$ cat src/rtl/fp_acc_pkg.sv
// rtl/fp_acc_pkg.sv - shared types and FP32 constants for the FP32 accumulator
// Contents: acc_state_t FSM encoding, FP32 field positions, FP_ZERO,
//           FP_MAX_FINITE, and is_zero() which tests the magnitude bits.
package fp_acc_pkg;

    typedef enum logic [1:0] {
        IDLE,
        ACCUM,
        DONE
    } acc_state_t;

    localparam int SIGN_BIT = 31;
    localparam int EXP_MSB  = 30;
    localparam int EXP_LSB  = 23;
    localparam int MANT_W   = 23;

    localparam logic [31:0] FP_ZERO       = 32'h0000_0000;
    localparam logic [30:0] FP_MAX_FINITE = 31'h7F7F_FFFF;

    // +0 and -0 both count as zero; the sign bit is ignored.
    function automatic logic is_zero(input logic [31:0] v);
        return v[EXP_MSB:0] == 31'd0;
    endfunction

endpackage

$ cat src/rtl/fp_accumulator_if.sv
// rtl/fp_accumulator_if.sv - input beat stream and result port of the FP32 accumulator
// Ports: in_valid/in_ready/in_data/in_last (beat stream),
//        out_valid/out_ready/out_sum/out_overflow/out_count (result).
// Modports: master = producer/consumer side, slave = accumulator side.
interface fp_accumulator_if #(
    parameter int COUNT_W = 16
) ();

    logic               in_valid;
    logic               in_ready;
    logic [31:0]        in_data;
    logic               in_last;
    logic               out_valid;
    logic               out_ready;
    logic [31:0]        out_sum;
    logic               out_overflow;
    logic [COUNT_W-1:0] out_count;

    modport master (
        output in_valid, in_data, in_last, out_ready,
        input  in_ready, out_valid, out_sum, out_overflow, out_count
    );

    modport slave (
        input  in_valid, in_data, in_last, out_ready,
        output in_ready, out_valid, out_sum, out_overflow, out_count
    );

endinterface

$ cat src/rtl/floating_point_adder.sv
// rtl/floating_point_adder.sv - combinational FP32 adder with truncating alignment and normalisation
// Ports: a, b (FP32 operands), sum (FP32 result), overflow (result exponent >= 255).
// A hidden 1 is applied regardless of exponent, so zeros and denormals are
// not special-cased here. Callers must handle those cases themselves.
// Exact cancellation returns +0. A result exponent <= 0 flushes to +0.
module floating_point_adder
    import fp_acc_pkg::*;
(
    input  logic [31:0] a,
    input  logic [31:0] b,
    output logic [31:0] sum,
    output logic        overflow
);

    logic [7:0]  ea, eb, e_big, e_small;
    logic [23:0] ma, mb, m_big, m_small, m_sh, m_sub, m_norm;
    logic [24:0] m_add;
    logic        s_big, found, zero_res;
    logic [4:0]  lz;
    logic [9:0]  e_res;
    logic [22:0] mant_res;

    always_comb begin
        ea = a[EXP_MSB:EXP_LSB];
        eb = b[EXP_MSB:EXP_LSB];
        ma = {1'b1, a[MANT_W-1:0]};
        mb = {1'b1, b[MANT_W-1:0]};

        // Order operands by magnitude so the subtraction never goes negative.
        if ({ea, ma} >= {eb, mb}) begin
            e_big = ea; m_big = ma; e_small = eb; m_small = mb; s_big = a[SIGN_BIT];
        end else begin
            e_big = eb; m_big = mb; e_small = ea; m_small = ma; s_big = b[SIGN_BIT];
        end

        m_sh  = m_small >> (e_big - e_small);
        m_add = {1'b0, m_big} + {1'b0, m_sh};
        m_sub = m_big - m_sh;

        lz    = 5'd0;
        found = 1'b0;
        for (int i = 23; i >= 0; i--) begin
            if (!found && m_sub[i]) begin
                lz    = 5'(23 - i);
                found = 1'b1;
            end
        end
        m_norm = m_sub << lz;

        zero_res = 1'b0;
        if (a[SIGN_BIT] == b[SIGN_BIT]) begin
            if (m_add[24]) begin
                e_res    = {2'b00, e_big} + 10'd1;
                mant_res = m_add[23:1];
            end else begin
                e_res    = {2'b00, e_big};
                mant_res = m_add[22:0];
            end
        end else begin
            e_res    = {2'b00, e_big} - {5'd0, lz};
            mant_res = m_norm[22:0];
            if (!found || ({2'b00, e_big} <= {5'd0, lz}))
                zero_res = 1'b1;
        end

        overflow = !zero_res && (e_res >= 10'd255);
        sum      = zero_res ? FP_ZERO : {s_big, e_res[7:0], mant_res};
    end

endmodule

$ cat src/rtl/fp_accumulator.sv
// rtl/fp_accumulator.sv - streaming FP32 sum of a last-terminated beat sequence, one beat per cycle
// Ports: clk, rst (sync, active-high),
//        bus (fp_accumulator_if.slave: beat stream in, result out).
// Optional: define FP_ACC_SATURATE_EN to clamp an overflowing sum to the
//           max finite value, keeping the adder's sign.
module fp_accumulator
    import fp_acc_pkg::*;
#(
    parameter int COUNT_W = 16
) (
    input  logic                clk,
    input  logic                rst,
    fp_accumulator_if.slave     bus
);

    localparam logic [COUNT_W-1:0] COUNT_MAX = {COUNT_W{1'b1}};

    acc_state_t         state;
    logic [31:0]        acc;
    logic [COUNT_W-1:0] count;
    logic               ovf;
    logic               in_ready_q;
    logic               out_valid_q;

    logic [31:0]        add_sum;
    logic               add_ovf;
    logic [31:0]        add_result;
    logic               accept;
    logic [COUNT_W-1:0] count_inc;

    floating_point_adder u_adder (
        .a        (acc),
        .b        (bus.in_data),
        .sum      (add_sum),
        .overflow (add_ovf)
    );

`ifdef FP_ACC_SATURATE_EN
    assign add_result = add_ovf ? {add_sum[SIGN_BIT], FP_MAX_FINITE} : add_sum;
`else
    assign add_result = add_sum;
`endif

    assign accept    = bus.in_valid && in_ready_q;
    assign count_inc = (count == COUNT_MAX) ? count : count + COUNT_W'(1);

    always_ff @(posedge clk) begin
        if (rst) begin
            state       <= IDLE;
            acc         <= FP_ZERO;
            count       <= '0;
            ovf         <= 1'b0;
            in_ready_q  <= 1'b1;
            out_valid_q <= 1'b0;
        end else begin
            case (state)
                IDLE: begin
                    if (accept) begin
                        acc   <= bus.in_data;
                        count <= COUNT_W'(1);
                        ovf   <= 1'b0;
                        if (bus.in_last) begin
                            state       <= DONE;
                            in_ready_q  <= 1'b0;
                            out_valid_q <= 1'b1;
                        end else begin
                            state <= ACCUM;
                        end
                    end
                end
                ACCUM: begin
                    if (accept) begin
                        count <= count_inc;
                        // Zero operands bypass the adder, which would
                        // otherwise treat them as 1.0 x 2^-127.
                        if (!is_zero(bus.in_data)) begin
                            if (is_zero(acc)) begin
                                acc <= bus.in_data;
                            end else begin
                                acc <= add_result;
                                ovf <= ovf | add_ovf;
                            end
                        end
                        if (bus.in_last) begin
                            state       <= DONE;
                            in_ready_q  <= 1'b0;
                            out_valid_q <= 1'b1;
                        end
                    end
                end
                DONE: begin
                    if (bus.out_ready) begin
                        state       <= IDLE;
                        acc         <= FP_ZERO;
                        count       <= '0;
                        ovf         <= 1'b0;
                        in_ready_q  <= 1'b1;
                        out_valid_q <= 1'b0;
                    end
                end
                default: begin
                    state       <= IDLE;
                    in_ready_q  <= 1'b1;
                    out_valid_q <= 1'b0;
                end
            endcase
        end
    end

    assign bus.in_ready     = in_ready_q;
    assign bus.out_valid    = out_valid_q;
    assign bus.out_sum      = acc;
    assign bus.out_overflow = ovf;
    assign bus.out_count    = count;

endmodule

$ cat src/flat_wrapper.sv
// flat-port wrapper written by rule: the top's interface ports become plain ports
module fp_accumulator_flat import fp_acc_pkg::*;
#(
    parameter int COUNT_W = 16
)
  (clk, rst, bus_in_valid, bus_in_data, bus_in_last, bus_out_ready, bus_in_ready, bus_out_valid, bus_out_sum, bus_out_overflow, bus_out_count);
  fp_accumulator_if #(.COUNT_W(COUNT_W)) bus_i ();
  input  logic clk;
  input  logic rst;
  input wire logic [$bits(bus_i.in_valid)-1:0] bus_in_valid;
  input wire logic [$bits(bus_i.in_data)-1:0] bus_in_data;
  input wire logic [$bits(bus_i.in_last)-1:0] bus_in_last;
  input wire logic [$bits(bus_i.out_ready)-1:0] bus_out_ready;
  output wire logic [$bits(bus_i.in_ready)-1:0] bus_in_ready;
  output wire logic [$bits(bus_i.out_valid)-1:0] bus_out_valid;
  output wire logic [$bits(bus_i.out_sum)-1:0] bus_out_sum;
  output wire logic [$bits(bus_i.out_overflow)-1:0] bus_out_overflow;
  output wire logic [$bits(bus_i.out_count)-1:0] bus_out_count;
  assign bus_i.in_valid = bus_in_valid;
  assign bus_i.in_data = bus_in_data;
  assign bus_i.in_last = bus_in_last;
  assign bus_i.out_ready = bus_out_ready;
  assign bus_in_ready = bus_i.in_ready;
  assign bus_out_valid = bus_i.out_valid;
  assign bus_out_sum = bus_i.out_sum;
  assign bus_out_overflow = bus_i.out_overflow;
  assign bus_out_count = bus_i.out_count;
  fp_accumulator #(.COUNT_W(COUNT_W)) u_core (.clk(clk), .rst(rst), .bus(bus_i));
endmodule
$ cat config.mk
export PLATFORM = sky130hd
export DESIGN_NAME = fp_accumulator_flat
export DESIGN_NICKNAME = d
export VERILOG_FILES = /design/src/rtl/fp_acc_pkg.sv /design/src/rtl/fp_accumulator_if.sv /design/src/rtl/floating_point_adder.sv /design/src/rtl/fp_accumulator.sv /design/src/flat_wrapper.sv
export SDC_FILE = /design/constraint.sdc
export NUM_CORES = 1
export LEC_CHECK = 0
export BUFFER_PORTS_ARGS = -buffer_cell sky130_fd_sc_hd__buf_2
export CAP_MARGIN = 20
export CORE_AREA = 2 2 177 179
export DETAILED_ROUTE_END_ITERATION = 7
export DIE_AREA = 0 0 179 181
export GPL_ROUTABILITY_DRIVEN = 0
export PLACE_DENSITY = 0.49
export SLEW_MARGIN = 20
export SYNTH_ARGS = -nofsm -noshare
export SYNTH_HDL_FRONTEND = slang
export SYNTH_SLANG_ARGS = --single-unit
$ cat constraint.sdc
create_clock -name clk -period 25.9 [get_ports clk]
set_clock_uncertainty 0.15 [all_clocks]
set_input_delay 1.295 -clock clk [delete_from_list [all_inputs] [get_ports clk]]
set_output_delay 1.295 -clock clk [all_outputs]
set_load 0.02 [all_outputs]
==> impl_metrics.json <==
{
  "dieArea_mm2": 0.03240,
  "grt_pass1_vias": 11080,
  "hold_class": "register to register",
  "final-seq-area_mm2": 0.001061,
  "syn_nets": 1683,
  "setup_viol": 0,
  "grt_usage_pct": 27.12,
  "yosysSeqAreaShare_pct": 9.809,
  "viasPerCell": 6.228,
  "fmax_ghz": 0.07431,
  "ys.flop_type": "dfxtp_1",
  "cts_num_sinks": 53,
  "min_period_over_period_pct": 51.96,
  "crit_type": "input pin to register",
  "yosys_warnings": 0,
  "nets": 1704,
  "ys_ff_latch": 53,
  "crit_top_cell": "a21oi_1",
  "cts_hold_buf": 0,
  "endpoint_kind": "register",
  "antennaDiodeCount": 0,
  "drtIter0Drc": 1282,
  "max_cap_violations": 0,
  "cp_slowest_cell": "or3_1",
  "insertion_delay_ns": 0.31,
  "timing.final.hold_violations": 0,
  "rows": 64,
  "path_max_fanout": 68,
  "crit_path_start_kind": "input pin",
  "die_h_um": 181,
  "fin_ws_ns": 12.44,
  "root_buffer": "clkbuf_16",
  "syn_avg_cell_area_um2": 6.965,
  "relSlewSlack_pct": 26.39,
  "required_ns": 25.96,
  "cts_tree": "done",
  "slew_viol_final": 0,
  "hpwlAfterDp_um": 36610,
  "synth_edf_count": 0,
  "post-route-util_pct": 38.35,
  "syn_area_mm2": 0.01082,
  "initial_utilization_pct": 35.64,
  "num_vias": 12280,
  "cp.arrival_ns": 13.52,
  "h-tree-depth": 2,
  "routed_wl_um": 45630,
  "synth_top_cell_area_share_pct": 10.41,
  "grt_pass1_wl_um": 68070,
  "final_cell_mix": "nor2_1, nand2_1, a21oi_1, inv_1",
  "synth_largest_area_cell": "ha_1",
  "numCtsBuffers": 5,
  "port_buffers": 87,
  "grt_max_degree": 69,
  "yosysUniqueCellTypes": 109,
  "antenna_found_initial": 0,
  "final_layout_size_suffix_gt1_share_pct": 11.68,
  "overflow": 0,
  "async_flop_share_pct": 0,
  "die_w_um": 179,
  "layout_commonest_cell": "nor2_1",
  "preCtsSetupSlack_ns": 12.29,
  "min_period_ns": 13.46,
  "fillers": 3271,
  "hold_ws_ns": 0.3083,
  "drc_errors": 0,
  "drt-wirelength-per-cell_um": 23.15,
  "area_delta_synth_final_pct": 7.611,
  "setup_tns_ns": 0,
  "cts.repair.resized": 0,
  "grt_setup_unrepaired": "no",
  "clk_path_buf_depth": 2,
  "multi_input_area_mm2": 0.009039,
  "syn_inst": 1553,
  "worst_pin_slew_ns": 1.102,
  "synth_area_leaders": "ha_1, dfxtp_1, mux2i_1",
  "slowest_delay_ns": 0.83,
  "firstDrtPassIters": 6,
  "postRouteAntennaNets": 0,
  "io_pins": 88,
  "clk_pin_slew_worst_paths_ns": 0.08,
  "postCtsSetupBuffers": 0,
  "coreArea_mm2": 0.03035,
  "status": "completed"
}
## layer usage
metal	routed length, um	GRT usage (%)	part of all wire [%]	up-vias
li1	-	-	-	5791
met1	20720	38.96	45	5815
met2	20190	42.72	44	600
met3	3566	2.862	7.8	70
met4	1165	7.154	2.6	0
met5	0	0	0	-
## worst paths after layout
kind	from	end	slack [ns]	cells past startpoint
max	bus_in_data[23]	u_core.bus.out_sum[11]	12.44	50
min	u_core.bus.in_ready	u_core.bus.in_ready	0.31	2
max reg2reg	u_core.bus.out_sum[22]	u_core.bus.out_sum[11]	13.11	47
min reg2reg	u_core.bus.in_ready	u_core.bus.in_ready	0.31	2
## worst max-delay path: cells and delay by family
kind,cells,cell delay (ns)
AOI/OAI and AO/OA,23,5.78
buffers and inverters,6,1.22
adders and majority gates,4,1.28
and+or+nand+nor,17,3.92
## through the flow
| step | instance area (um2) | cells |
|---|---|---|
| after floorplan | 10820 | 1553 |
| after global placement | 11500 | 1963 |
| after detailed placement | 11500 | 1963 |
| after CTS | 11640 | 1971 |
| after global routing | 11640 | 1971 |
| final | 11640 | 1971 |
## synth_stat cells (10+ instances only)
library cell    n
a221oi_1       26
o211ai_1       17
buf_2          18
mux2_2         16
and3_1         17
nand4_1        16
dfxtp_1        53
and2_1         10
a211oi_1       30
xor2_1         18
a21oi_1       120
clkbuf_1       58
nor2b_1        21
o21ai_0        94
or3_1          16
o22ai_1        12
nor4_1         25
ha_1           90
o21a_1         14
nor3_1         62
nand3_1        32
a31oi_1        12
o21bai_1       12
a21o_1         17
inv_1          96
nand2b_1       14
xnor2_1        38
nor2_1        186
nand2_1       124
mux2i_1        94
## flip-flops by register name (all words and copies together) (netlist names)
name	cells
u_core.bus.out_valid	1
u_core.bus.in_ready	1
u_core.state	2
u_core.bus.out_count	16
u_core.bus.out_overflow	1
u_core.bus.out_sum	32
## logic make-up after synthesis
| group | count (synthesis) | share of synthesized area [%] |
|---|---|---|
| AOI/OAI and AO/OA | 483 | 30.98 |
| xor gates and xnor gates | 57 | 4.685 |
| adders and majority gates | 93 | 10.97 |
| buffers and inverters | 185 | 6.802 |
| DFF | 53 | 9.809 |
| muxes | 115 | 11.20 |
| and+or+nand+nor | 567 | 25.56 |
## area by class of cell
cell class,count,share of cell area (%)
clock inverter,1,0.06450
multi-input combinational,1315,77.65
clock buffer,7,1.139
timing repair buffer,100,4.579
sequential,53,9.115
tap,396,4.257
inverter,99,3.193
Power is left out: the tool's default activity adds up to more than one toggle a clock period on the data nets, which glitch-free logic cannot reach.
